==> config.mk <==
export PLATFORM = sky130hd
export DESIGN_NAME = b06_requester
export DESIGN_NICKNAME = d
export VERILOG_FILES = /design/src/rtl/b06_pkg.sv /design/src/rtl/b06_pend_counter.sv /design/src/rtl/b06_requester.sv
export SDC_FILE = /design/constraint.sdc
export NUM_CORES = 1
export LEC_CHECK = 0
export CORE_MARGIN = 2
export CORE_UTILIZATION = 30
export CTS_BUF_LIST = sky130_fd_sc_hd__clkbuf_16
export DETAILED_ROUTE_END_ITERATION = 10
export DONT_BUFFER_PORTS = 1
export HOLD_SLACK_MARGIN = 0.03
export PLACE_DENSITY = 0.43
export SYNTH_ARGS = -nofsm -noshare
export SYNTH_HDL_FRONTEND = slang
export SYNTH_SLANG_ARGS = --single-unit
==> constraint.sdc <==
create_clock -name clock -period 1.95 [get_ports clock]
set_clock_uncertainty 0.15 [all_clocks]
set_input_delay 0.39 -clock clock [delete_from_list [all_inputs] [get_ports clock]]
set_output_delay 0.39 -clock clock [all_outputs]
set_load 0.01 [all_outputs]
==> src/rtl/b06_pkg.sv <==
// Shared state encoding, result-code type and width defaults for the b06 requester.
package b06_pkg;

    localparam int unsigned PEND_W_DEF = 3;
    localparam int unsigned CNT_W_DEF  = 4;

    typedef enum logic [2:0] {
        StIdle,
        StReq,
        StServe,
        StMatch,
        StRetire
    } b06_state_e;

    typedef struct packed {
        logic [1:0] cc_mux;
        logic [1:0] uscite;
    } b06_code_t;

endpackage

==> src/rtl/b06_pend_counter.sv <==
// Saturating up/down counter with a sticky overflow flag for queued events.
module b06_pend_counter #(
    parameter int unsigned W = 3
) (
    input  logic         i_clk,
    input  logic         i_rst_n,
    input  logic         i_inc,
    input  logic         i_dec,
    output logic [W-1:0] o_cnt,
    output logic         o_ovf
);

    localparam logic [W-1:0] CNT_MAX = '1;

    logic [W-1:0] r_cnt;
    logic         r_ovf;

    always_ff @(posedge i_clk or negedge i_rst_n) begin
        if (!i_rst_n) begin
            r_cnt <= '0;
            r_ovf <= 1'b0;
        end else begin
            // Simultaneous inc and dec cancel, so no overflow can occur then.
            unique case ({i_inc, i_dec})
                2'b10: begin
                    if (r_cnt == CNT_MAX) begin
                        r_ovf <= 1'b1;
                    end else begin
                        r_cnt <= r_cnt + 1'b1;
                    end
                end
                2'b01: begin
                    if (r_cnt != '0) begin
                        r_cnt <= r_cnt - 1'b1;
                    end
                end
                default: ;
            endcase
        end
    end

    assign o_cnt = r_cnt;
    assign o_ovf = r_ovf;

endmodule

==> src/rtl/b06_requester.sv <==
// Initiator side of the b06 interrupt-handler handshake.
// Define B06REQ_TIMEOUT_EN to add the ACKOUT timeout with sticky ERR and request retry.
module b06_requester
    import b06_pkg::*;
#(
    parameter int unsigned PEND_W    = PEND_W_DEF,
    parameter int unsigned CNT_W     = CNT_W_DEF,
    parameter int unsigned CNT_MATCH = 5,
    parameter int unsigned TO_CYC    = 16
) (
    input  logic              clock,
    input  logic              reset,
    input  logic              REQ_IN,
    input  logic              ACKOUT,
    input  logic              ENABLE_COUNT,
    input  logic [1:0]        USCITE,
    input  logic [1:0]        CC_MUX,
    output logic              EQL,
    output logic              CONT_EQL,
    output logic              BUSY,
    output logic [PEND_W-1:0] PEND_CNT,
    output logic              DONE,
    output logic [3:0]        SERVICED_CODE,
    output logic              OVF,
    output logic              ERR
);

    localparam logic [CNT_W-1:0] MATCH_VAL = CNT_W'(CNT_MATCH);

    b06_state_e       r_state;
    logic [CNT_W-1:0] r_svc_cnt;
    logic             r_eql;
    logic             r_cont_eql;
    logic             r_busy;
    logic             r_done;
    b06_code_t        r_code;

    logic w_retire;
    logic w_pend_nz;

`ifdef B06REQ_TIMEOUT_EN
    localparam int unsigned    TO_W    = $clog2(TO_CYC + 1);
    localparam logic [TO_W-1:0] TO_LAST = TO_W'(TO_CYC - 1);

    logic [TO_W-1:0] r_to_cnt;
    logic            r_err;
`endif

    // Retirement is the edge that leaves MATCH; the pending count drops on that same edge.
    assign w_retire  = (r_state == StMatch) && !ENABLE_COUNT;
    assign w_pend_nz = |PEND_CNT;

    b06_pend_counter #(
        .W (PEND_W)
    ) u_pend_counter (
        .i_clk   (clock),
        .i_rst_n (reset),
        .i_inc   (REQ_IN),
        .i_dec   (w_retire),
        .o_cnt   (PEND_CNT),
        .o_ovf   (OVF)
    );

    always_ff @(posedge clock or negedge reset) begin
        if (!reset) begin
            r_state    <= StIdle;
            r_svc_cnt  <= '0;
            r_eql      <= 1'b0;
            r_cont_eql <= 1'b0;
            r_busy     <= 1'b0;
            r_done     <= 1'b0;
            r_code     <= '0;
`ifdef B06REQ_TIMEOUT_EN
            r_to_cnt   <= '0;
            r_err      <= 1'b0;
`endif
        end else begin
            r_done <= 1'b0;
            unique case (r_state)
                StIdle: begin
                    if (w_pend_nz) begin
                        r_state <= StReq;
                        r_eql   <= 1'b1;
                        r_busy  <= 1'b1;
`ifdef B06REQ_TIMEOUT_EN
                        r_to_cnt <= '0;
`endif
                    end
                end
                StReq: begin
                    if (ACKOUT) begin
                        r_state   <= StServe;
                        r_eql     <= 1'b0;
                        r_svc_cnt <= '0;
                    end
`ifdef B06REQ_TIMEOUT_EN
                    // Drop through IDLE for one cycle; the event stays queued and is retried.
                    else if (r_to_cnt == TO_LAST) begin
                        r_state <= StIdle;
                        r_eql   <= 1'b0;
                        r_busy  <= 1'b0;
                        r_err   <= 1'b1;
                    end else begin
                        r_to_cnt <= r_to_cnt + 1'b1;
                    end
`endif
                end
                StServe: begin
                    if (ENABLE_COUNT) begin
                        if (r_svc_cnt == MATCH_VAL) begin
                            r_state    <= StMatch;
                            r_cont_eql <= 1'b1;
                        end else begin
                            r_svc_cnt <= r_svc_cnt + 1'b1;
                        end
                    end
                end
                StMatch: begin
                    if (!ENABLE_COUNT) begin
                        r_state       <= StRetire;
                        r_cont_eql    <= 1'b0;
                        r_done        <= 1'b1;
                        r_code.cc_mux <= CC_MUX;
                        r_code.uscite <= USCITE;
                    end
                end
                StRetire: begin
                    if (w_pend_nz) begin
                        r_state <= StReq;
                        r_eql   <= 1'b1;
`ifdef B06REQ_TIMEOUT_EN
                        r_to_cnt <= '0;
`endif
                    end else begin
                        r_state <= StIdle;
                        r_busy  <= 1'b0;
                    end
                end
                default: begin
                    r_state    <= StIdle;
                    r_eql      <= 1'b0;
                    r_cont_eql <= 1'b0;
                    r_busy     <= 1'b0;
                end
            endcase
        end
    end

    assign EQL           = r_eql;
    assign CONT_EQL      = r_cont_eql;
    assign BUSY          = r_busy;
    assign DONE          = r_done;
    assign SERVICED_CODE = r_code;

`ifdef B06REQ_TIMEOUT_EN
    assign ERR = r_err;
`else
    assign ERR = 1'b0;
`endif

endmodule

==> results.py, run 1 <==
metrics = {
    "finish": {
        "syn_to_final_growth_pct": 23.90,
        "fillers": 335,
        "nNetsFinal": 119,
        "antenna_cells": 0,
        "fin_area_um2": 1232,
        "multi_input_area_um2": 500.5,
        "drive_gt1_frac": 0.2212,
        "fin_util": 0.3972,
        "final-seq-area_um2": 475.5,
    },
    "power_and_ir_drop": {
        "ir_drop_mv": 0.5535,
        "powerDensity_nw_per_um2": 1562,
        "leakagePower_nw": 0.5459,
    },
    "clock_network": {
        "cts_tree": "yes",
        "insertion_delay_ns": 0.25,
        "path_clk_slew_ns": 0.05,
        "clk_path_buf_depth": 2,
        "htreeDepth": 1,
        "cts.sinks": 19,
        "root_buffer": "clkbuf_16",
        "numCtsBuffers": 3,
    },
    "drt": {
        "dr.pass1.iters": 4,
        "top_layer": "met4",
        "drt_wl_total_mm": 1.995,
        "routedWlPerCell_um": 13.48,
        "dr_total_vias": 699,
        "wl_met2_um": 975,
        "wl_met1_um": 900,
        "antenna_left": 0,
        "drcViolationCount": 0,
        "drt_first_iter_violations": 29,
        "via_per_inst": 4.723,
        "met3WireLength_um": 95,
    },
    "timing": {
        "maxSlewViolCount": 0,
        "final_hold_viol_count": 0,
        "max_slew_margin": 0.4106,
        "tightest_slew_ns": 0.8812,
        "min_period_ns": 1.875,
        "fin_crit_sh": 0.9615,
        "rsz0062_at_grt": "true",
        "max_freq_ghz": 0.5333,
        "finalSetupViolations": 0,
    },
    "synthesis": {
        "synthCells": 91,
        "yosysWarnings": 0,
        "syn_nets": 105,
        "synth_area_um2": 994.7,
        "synthFlopType": "dfrtp_1",
        "synth.top_cell.area_share": 0.4780,
        "synth-edff-count": 0,
        "ys_seq_area_frac": 0.4780,
        "synth.distinct_cells": 35,
        "synth.top_cells.by_count": "dfrtp_1, inv_1, nand2_1, a21oi_1, mux2_1",
        "yosysMostFrequentCell": "dfrtp_1",
        "synthTopCellsByArea": "dfrtp_1, mux2_1, ha_1",
        "synth-seq-cells": 19,
        "synth_area_leader_cell": "dfrtp_1",
        "async_reset_ff_frac": 1.000,
        "avgSynthCellArea_um2": 10.93,
    },
    "critical_path": {
        "critPathLaunch": "r_state[2]$_DFFE_PN0P_",
        "reg2reg_to": "u_pend_counter.o_cnt[1]$_DFFE_PN0P_",
        "ff2ff_path_depth": 7,
        "crit_type": "flop to flop",
        "start_kind": "flop",
        "critPathRequiredTime_ns": 1.93,
        "path_max_fanout": 3,
        "endpoint_kind": "flop",
        "reg2reg_slack_ns": 0.08,
        "r2r_start": "r_state[2]$_DFFE_PN0P_",
        "cp_data_arrival_time_ns": 1.86,
        "crit_path_end": "u_pend_counter.o_cnt[1]$_DFFE_PN0P_",
    },
    "die": {
        "die_h_um": 61.58,
        "die_x_um": 61.58,
        "initial_core_util": 0.3206,
        "dieArea_um2": 3792,
        "pin_count": 22,
        "rows": 20,
        "coreArea_um2": 3103,
    },
    "grt": {
        "grt-ovfl-total": 0,
        "grt_pass1_wl_mm": 3.215,
        "grt_pass1_vias": 690,
        "antenna_found_initial": 0,
        "grt_max_degree": 20,
        "grt_usage": 0.1206,
    },
    "place": {
        "gp_congestion": 0.7668,
        "hpwl_mm": 1.484,
        "dpl-instance-area_um2": 1111,
        "port_buffers": 0,
    },
    "status": {
        "run_status": "complete, no violations",
    },
    "worst_hold_path": {
        "hold_class": "input port to flop",
    },
    "run": {
        "cap_viol_max_count": 0,
    },
}
## worst min-delay path by stage
| stage | from | slack, ns | cells after the start | endpoint |
|---|---|---|---|---|
| 2_1_floorplan | reset | -0.06 | 0 | BUSY$_DFFE_PN0P_ |
| 3_3_place_gp | reset | -0.06 | 0 | DONE$_DFF_PN0_ |
| 3_5_place_dp | reset | -0.06 | 0 | u_pend_counter.o_ovf$_DFFE_PN0P_ |
| 4_1_cts | USCITE[1] | 0.12 | 1 | SERVICED_CODE[1]$_DFFE_PN0P_ |
| 5_1_grt | CC_MUX[0] | 0.13 | 1 | SERVICED_CODE[2]$_DFFE_PN0P_ |
| 6_report | USCITE[1] | 0.12 | 1 | SERVICED_CODE[1]$_DFFE_PN0P_ |
## sequential cells by signal (all words and copies together) (netlist names)
register	count
r_svc_cnt	4
DONE	1
EQL	1
u_pend_counter.o_cnt	3
SERVICED_CODE	4
BUSY	1
u_pend_counter.o_ovf	1
r_state	3
CONT_EQL	1
## metal layers
layer	vias up	track usage
li1	338	-
met1	346	0.1447
met4	0	0.05471
met5	-	0
met3	2	0.04202
met2	13	0.1940
## per-stage QoR
step	power (mW)	setup TNS, ns	std cells	worst slack (ns)	hold slack, ns
6_report	1.925	0	148	0.07503	0.1240
5_1_grt	2.075	-0.01206	148	-0.01206	0.1268
4_1_cts	1.906	0	144	0.04699	0.1207
3_5_place_dp	1.469	0	139	0.02064	-0.05501
3_3_place_gp	1.457	0	139	0.03838	-0.05513
2_1_floorplan	1.264	-0.05868	91	-0.04405	-0.05559
## placed cells by master (no fill, tap or decap), types with 2 or more instances in the layout
cell type / n
nand3b_1: 2
a21oi_1: 5
inv_1: 9
nor2_1: 3
o21ai_1: 3
nand2b_1: 3
nand3_1: 2
clkbuf_16: 3
a21boi_1: 2
inv_2: 2
nand2_1: 6
ha_1: 3
mux2_1: 4
dfrtp_1: 19
buf_4: 10
mux2i_1: 3
o2bb2ai_1: 2
nand2b_4: 2
## power breakdown
part           switching (mW)  internal [mW]  leakage (nW)
Sequential              0.194          0.561         0.232
Clock                   0.145          0.273        0.0423
Combinational           0.366          0.387         0.271
Total                   0.705           1.22         0.546
## kinds of logic after synthesis
logic type | after synthesis | synth area share
AND/OR/NAND/NOR | 26 | 0.1660
AO/OA/AOI/OAI | 19 | 0.1358
flip-flops | 19 | 0.4780
buffers and inverters | 12 | 0.05031
multiplexers | 8 | 0.08679
adder cells (fa/ha/maj) | 5 | 0.07044
other | 1 | 0.003770
XOR/XNOR | 1 | 0.008807
## critical path, stage by stage, from the launching register on
cell      delay (ns)
dfrtp_1         0.37
nand2b_4        0.16
nor2_4          0.13
ha_4            0.14
inv_2           0.03
fa_1            0.47
nand2_1         0.05
mux2_4          0.26
## timing repair
action / CTS / global route
resized for setup: 0 / 1
setup buffers: 0 / 4
hold buffers: 1 / 0
setup endpoints to repair: 0 / 2
endpoints found under the hold margin: 19 / 0
## area by class of cell
cell class / count / share of cell area
clock buffer: 3 / 0.06091
clock inverter: 1 / 0.003046
inverter: 10 / 0.03046
multi-input combinational: 60 / 0.4061
sequential: 19 / 0.3858
tap: 44 / 0.04467
timing repair buffer: 11 / 0.06904
(Power assumes the default switching activity.)
==> inputs of run 2 (changes only) <==
--- a/config.mk
+++ b/config.mk
@@ -5,13 +5,13 @@
 export SDC_FILE = /design/constraint.sdc
 export NUM_CORES = 1
 export LEC_CHECK = 0
+export BUFFER_PORTS_ARGS = -buffer_cell sky130_fd_sc_hd__buf_4
 export CORE_MARGIN = 2
-export CORE_UTILIZATION = 30
+export CORE_UTILIZATION = 25
 export CTS_BUF_LIST = sky130_fd_sc_hd__clkbuf_16
 export DETAILED_ROUTE_END_ITERATION = 10
-export DONT_BUFFER_PORTS = 1
 export HOLD_SLACK_MARGIN = 0.03
-export PLACE_DENSITY = 0.43
+export PLACE_DENSITY = 0.42
 export SYNTH_ARGS = -nofsm -noshare
 export SYNTH_HDL_FRONTEND = slang
 export SYNTH_SLANG_ARGS = --single-unit
==> run 2 against run 1 <==
Net effect: core utilization fell by 2.7 points; final cell count increased by 16%; die area is 19% higher; sequential power is 4.5% lower; register-to-register slack lost 0.05 ns; setup slack got worse by 0.047 ns; total power increased by 6.4%; critical endpoint unchanged; highest routed layer unchanged.
==> results.py, run 2 (synthesis gave the netlist of run 1 again) <==
metrics = {
    "run": {
        "cap_viol_max_count": 0,
    },
    "power_and_ir_drop": {
        "leakagePower_nw": 0.6416,
        "power_mw": 2.049,
        "clkPwrFrac": 0.206,
        "comb_power_share": 0.443,
        "powerDensity_nw_per_um2": 1477,
        "power_switching_mw": 0.7218,
        "internal_power_mw": 1.327,
        "pwr-share-seq": 0.351,
        "ir_drop_mv": 0.5454,
        "p_sw_frac": 0.3523,
    },
    "grt": {
        "grt_pass1_wl_mm": 3.298,
        "grt_pass1_vias": 734,
        "grt-ovfl-total": 0,
        "grt_max_degree": 20,
        "antenna_found_initial": 0,
        "grt_usage": 0.1012,
    },
    "place": {
        "place_inst": 165,
        "dpl-instance-area_um2": 1281,
        "port_buffers": 20,
        "post-place-ws_ns": -0.08287,
        "gp_congestion": 0.7611,
        "hpwl_mm": 1.530,
    },
    "clock_network": {
        "numCtsBuffers": 3,
        "cts_tree": "yes",
        "root_buffer": "clkbuf_16",
        "cts.sinks": 19,
        "clk_path_buf_depth": 2,
        "path_clk_slew_ns": 0.05,
        "htreeDepth": 1,
        "insertion_delay_ns": 0.25,
    },
    "finish": {
        "layout_common_cells": "buf_4, dfrtp_1, inv_1",
        "final-seq-area_um2": 475.5,
        "fin_area_um2": 1388,
        "drive_gt1_frac": 0.3468,
        "fin_util": 0.3707,
        "antenna_cells": 0,
        "final_common_cell": "buf_4",
        "multi_input_area_um2": 500.5,
        "fillers": 386,
        "syn_to_final_growth_pct": 39.50,
        "final_cells": 172,
        "nNetsFinal": 139,
    },
    "die": {
        "rows": 22,
        "initial_core_util": 0.2657,
        "pin_count": 22,
        "coreArea_um2": 3744,
        "dieArea_um2": 4499,
        "die_h_um": 67.08,
        "die_x_um": 67.08,
    },
    "worst_hold_path": {
        "hold_class": "input port to flop",
        "hp-start": "CC_MUX[0]",
        "whs_endpoint": "SERVICED_CODE[2]$_DFFE_PN0P_",
        "whs_path_depth": 2,
    },
    "critical_path": {
        "crit_type": "flop to flop",
        "reg2reg_to": "u_pend_counter.o_cnt[1]$_DFFE_PN0P_",
        "start_kind": "flop",
        "critPathRequiredTime_ns": 1.94,
        "cp_data_arrival_time_ns": 1.91,
        "path_max_fanout": 3,
        "ff2ff_path_depth": 7,
        "endpoint_kind": "flop",
        "reg2reg_slack_ns": 0.03,
        "r2r_start": "r_state[2]$_DFFE_PN0P_",
    },
    "timing": {
        "final_hold_viol_count": 0,
        "finalSetupViolations": 0,
        "max_freq_ghz": 0.5203,
        "min_period_ns": 1.922,
        "fin_crit_sh": 0.9855,
        "setup_tns_ns": 0,
        "layout_setup_ws_ns": 0.02820,
        "maxSlewViolCount": 0,
        "rsz0062_at_grt": "true",
        "hold_slack_ns": 0.1989,
    },
    "drt": {
        "drcViolationCount": 0,
        "drt_first_iter_violations": 50,
        "drt_wl_total_mm": 2.020,
        "antenna_left": 0,
        "via_per_inst": 4.494,
        "dr.pass1.iters": 4,
        "dr_total_vias": 773,
        "routedWlPerCell_um": 11.74,
    },
    "status": {
        "run_status": "complete, no violations",
    },
}
run 2: what timing repair did:
item                                    4_1_cts  5_1_grt
hold endpoints to repair                     19        0
endpoints found under the setup margin        0        2
resized for setup                             0        1
setup buffers                                 0        2
hold buffers                                  1        0
run 2: how the worst max path moves through the flow:
stage | start | end | slack (ns) | cells after the start
after floorplan | r_state[2]$_DFFE_PN0P_ | u_pend_counter.o_cnt[1]$_DFFE_PN0P_ | -0.04 | 7
after global placement | ENABLE_COUNT | u_pend_counter.o_cnt[2]$_DFFE_PN0P_ | -0.05 | 9
after detailed placement | ENABLE_COUNT | u_pend_counter.o_cnt[2]$_DFFE_PN0P_ | -0.08 | 9
after CTS | r_state[2]$_DFFE_PN0P_ | u_pend_counter.o_cnt[2]$_DFFE_PN0P_ | 0.05 | 8
after global routing | r_state[2]$_DFFE_PN0P_ | u_pend_counter.o_cnt[1]$_DFFE_PN0P_ | -0.03 | 7
final | r_state[2]$_DFFE_PN0P_ | u_pend_counter.o_cnt[1]$_DFFE_PN0P_ | 0.03 | 7
run 2: area by class of cell:
cell class | count | area share
sequential | 19 | 0.3427
tap | 48 | 0.04328
multi-input combinational | 60 | 0.3607
inverter | 10 | 0.02705
timing repair buffer | 31 | 0.1695
clock inverter | 1 | 0.002705
clock buffer | 3 | 0.05410
run 2: power groups by stage:
stage	Sequential (mW)	Combinational, mW	Clock [mW]
floorplan	0.755	0.509	0
global placement	0.726	0.885	0
detailed placement	0.723	0.898	0
CTS	0.722	0.897	0.435
global route	0.748	0.998	0.453
finish	0.720	0.907	0.422
run 2: layer usage:
layer / vias to the layer above / share of wire / track usage
li1: 383 / - / -
met3: 4 / 0.051 / 0.02534
met1: 365 / 0.47 / 0.1270
met5: - / 0 / 0
met4: 0 / 0.021 / 0.06122
met2: 21 / 0.45 / 0.1547
run 2: critical path, cell delays in order, from the launching register on:
cell	delay, ns
dfrtp_1	0.37
nand2b_4	0.16
nor2_4	0.14
ha_4	0.14
inv_2	0.03
fa_2	0.51
nand2_1	0.05
mux2_4	0.25
==> inputs of run 3 (changes only) <==
==> constraint.sdc (replaced) <==
create_clock -name clock -period 1.61 [get_ports clock]
set_clock_uncertainty 0.15 [all_clocks]
set_input_delay 0.322 -clock clock [delete_from_list [all_inputs] [get_ports clock]]
set_output_delay 0.322 -clock clock [all_outputs]
set_load 0.01 [all_outputs]
==> run 3 against run 2 <==
Net effect: register-to-register slack worse by 0.31 ns; setup slack worse by 0.31 ns; global-route usage up 1.8 points; the flow now finishes with violations (setup timing); total power up 29%; wire length up 5.5%; die area unchanged; first-iteration DRC count down 60%; combinational power up 43%; clock-buffer cell count unchanged; sequential cell count unchanged; core utilization up 2.7 points; highest routed layer unchanged.
==> results.py, run 3 (synthesis gave the netlist of run 1 again) <==
metrics = {
    "status": {
        "run_status": "finished with violations",
        "violations": "setup timing",
    },
    "power_and_ir_drop": {
        "ir_drop_mv": 0.6506,
        "leakagePower_nw": 0.6740,
        "power_mw": 2.650,
        "powerDensity_nw_per_um2": 1781,
    },
    "drt": {
        "routedWlPerCell_um": 11.91,
        "dr_total_vias": 796,
        "drcViolationCount": 0,
        "drt_wl_total_mm": 2.131,
        "via_per_inst": 4.447,
        "dr.pass1.iters": 4,
        "antenna_left": 0,
        "drt_first_iter_violations": 20,
    },
    "finish": {
        "syn_to_final_growth_pct": 49.56,
        "fin_util": 0.3974,
        "fin_area_um2": 1488,
        "final_common_cell": "buf_4",
        "drive_gt1_frac": 0.4351,
        "nNetsFinal": 146,
        "layout_common_cells": "buf_4, dfrtp_1, inv_1",
        "antenna_cells": 0,
    },
    "clock_network": {
        "numCtsBuffers": 3,
        "clk_path_buf_depth": 2,
        "path_clk_slew_ns": 0.06,
        "htreeDepth": 1,
        "insertion_delay_ns": 0.25,
        "cts_tree": "yes",
        "root_buffer": "clkbuf_16",
        "cts.sinks": 19,
    },
    "timing": {
        "max_freq_ghz": 0.5278,
        "hold_slack_ns": 0.1403,
        "layout_setup_ws_ns": -0.2848,
        "fin_crit_sh": 1.177,
        "min_period_ns": 1.895,
        "final_hold_viol_count": 0,
        "finalSetupViolations": 4,
        "maxSlewViolCount": 0,
        "rsz0062_at_grt": "true",
    },
    "grt": {
        "grt_usage": 0.1193,
        "grt_pass1_vias": 835,
        "grt_max_degree": 20,
        "grt_pass1_wl_mm": 3.891,
        "antenna_found_initial": 0,
        "grt-ovfl-total": 0,
    },
    "critical_path": {
        "ff2ff_path_depth": 7,
        "path_max_fanout": 2,
        "endpoint_kind": "flop",
        "r2r_start": "r_state[2]$_DFFE_PN0P_",
        "crit_type": "flop to flop",
        "start_kind": "flop",
        "cp_data_arrival_time_ns": 1.88,
        "reg2reg_to": "u_pend_counter.o_cnt[1]$_DFFE_PN0P_",
        "critPathRequiredTime_ns": 1.59,
        "reg2reg_slack_ns": -0.28,
    },
    "place": {
        "dpl-instance-area_um2": 1334,
        "hpwl_mm": 1.584,
        "port_buffers": 20,
        "gp_congestion": 0.7794,
    },
    "die": {
        "die_x_um": 67.08,
        "coreArea_um2": 3744,
        "rows": 22,
        "pin_count": 22,
        "initial_core_util": 0.2657,
        "die_h_um": 67.08,
        "dieArea_um2": 4499,
    },
    "worst_hold_path": {
        "hp-start": "USCITE[1]",
        "hold_class": "input port to flop",
        "whs_path_depth": 2,
        "whs_endpoint": "SERVICED_CODE[1]$_DFFE_PN0P_",
    },
    "run": {
        "cap_viol_max_count": 0,
    },
}
## run 3: worst max path at each step
stage                                 from                                  end  slack [ns]  depth (start not counted)
global placement              ENABLE_COUNT  u_pend_counter.o_cnt[1]$_DFFE_PN0P_       -0.33                          8
detailed placement            ENABLE_COUNT  u_pend_counter.o_cnt[1]$_DFFE_PN0P_       -0.34                          8
floorplan           r_state[2]$_DFFE_PN0P_  u_pend_counter.o_cnt[1]$_DFFE_PN0P_       -0.38                          7
finish              r_state[2]$_DFFE_PN0P_  u_pend_counter.o_cnt[1]$_DFFE_PN0P_       -0.28                          7
global route        r_state[2]$_DFFE_PN0P_  u_pend_counter.o_cnt[1]$_DFFE_PN0P_       -0.34                          7
CTS                 r_state[2]$_DFFE_PN0P_  u_pend_counter.o_cnt[1]$_DFFE_PN0P_       -0.24                          7
## run 3: through the flow
| step | TNS, ns | setup slack, ns | std cells |
|---|---|---|---|
| 2_1_floorplan | -0.7387 | -0.3840 | 91 |
| 3_3_place_gp | -1.002 | -0.3251 | 172 |
| 3_5_place_dp | -1.043 | -0.3413 | 172 |
| 4_1_cts | -0.6193 | -0.2421 | 177 |
| 5_1_grt | -0.9686 | -0.3415 | 179 |
| 6_report | -0.6052 | -0.2848 | 179 |
## run 3: what timing repair did
| item | in CTS | in global routing |
|---|---|---|
| gates resized for setup | 0 | 8 |
| setup endpoints to repair | 4 | 5 |
| pin swaps | 1 | 5 |
| hold buffers | 1 | 0 |
| endpoints found under the hold margin | 19 | 0 |
| setup buffers | 0 | 2 |
## run 3: worst max-delay path, stage by stage (launching register included)
cell and delay, ns:
dfrtp_1 0.37, nand2b_4 0.15, nor2_4 0.13, ha_4 0.14
inv_2 0.03, fa_2 0.51, nand2_1 0.05, mux2_4 0.25
## run 3: area by class of cell
class                           count  area [um^2]
Fill cell                         404         2256
Multi-Input combinational cell     60        544.3
Sequential cell                    19        475.5
Timing Repair Buffer               38        287.8
Clock buffer                        3        75.07
Tap cell                           48        60.06
Inverter                           10        37.54
Clock inverter                      1        7.507
## run 3: report_power, final
group / total, mW / internal (mW) / switching [mW]
clock network: 0.516 / 0.335 / 0.180
logic: 1.30 / 0.710 / 0.587
registers: 0.838 / 0.679 / 0.160
total: 2.65 / 1.72 / 0.926
## run 3: per-layer routing
layer,global-route usage,vias to the layer above,share of wire
met4,0.04592,0,0.013
li1,-,398,-
met2,0.1869,18,0.46
met5,0,-,0
met1,0.1498,378,0.48
met3,0.04054,2,0.051
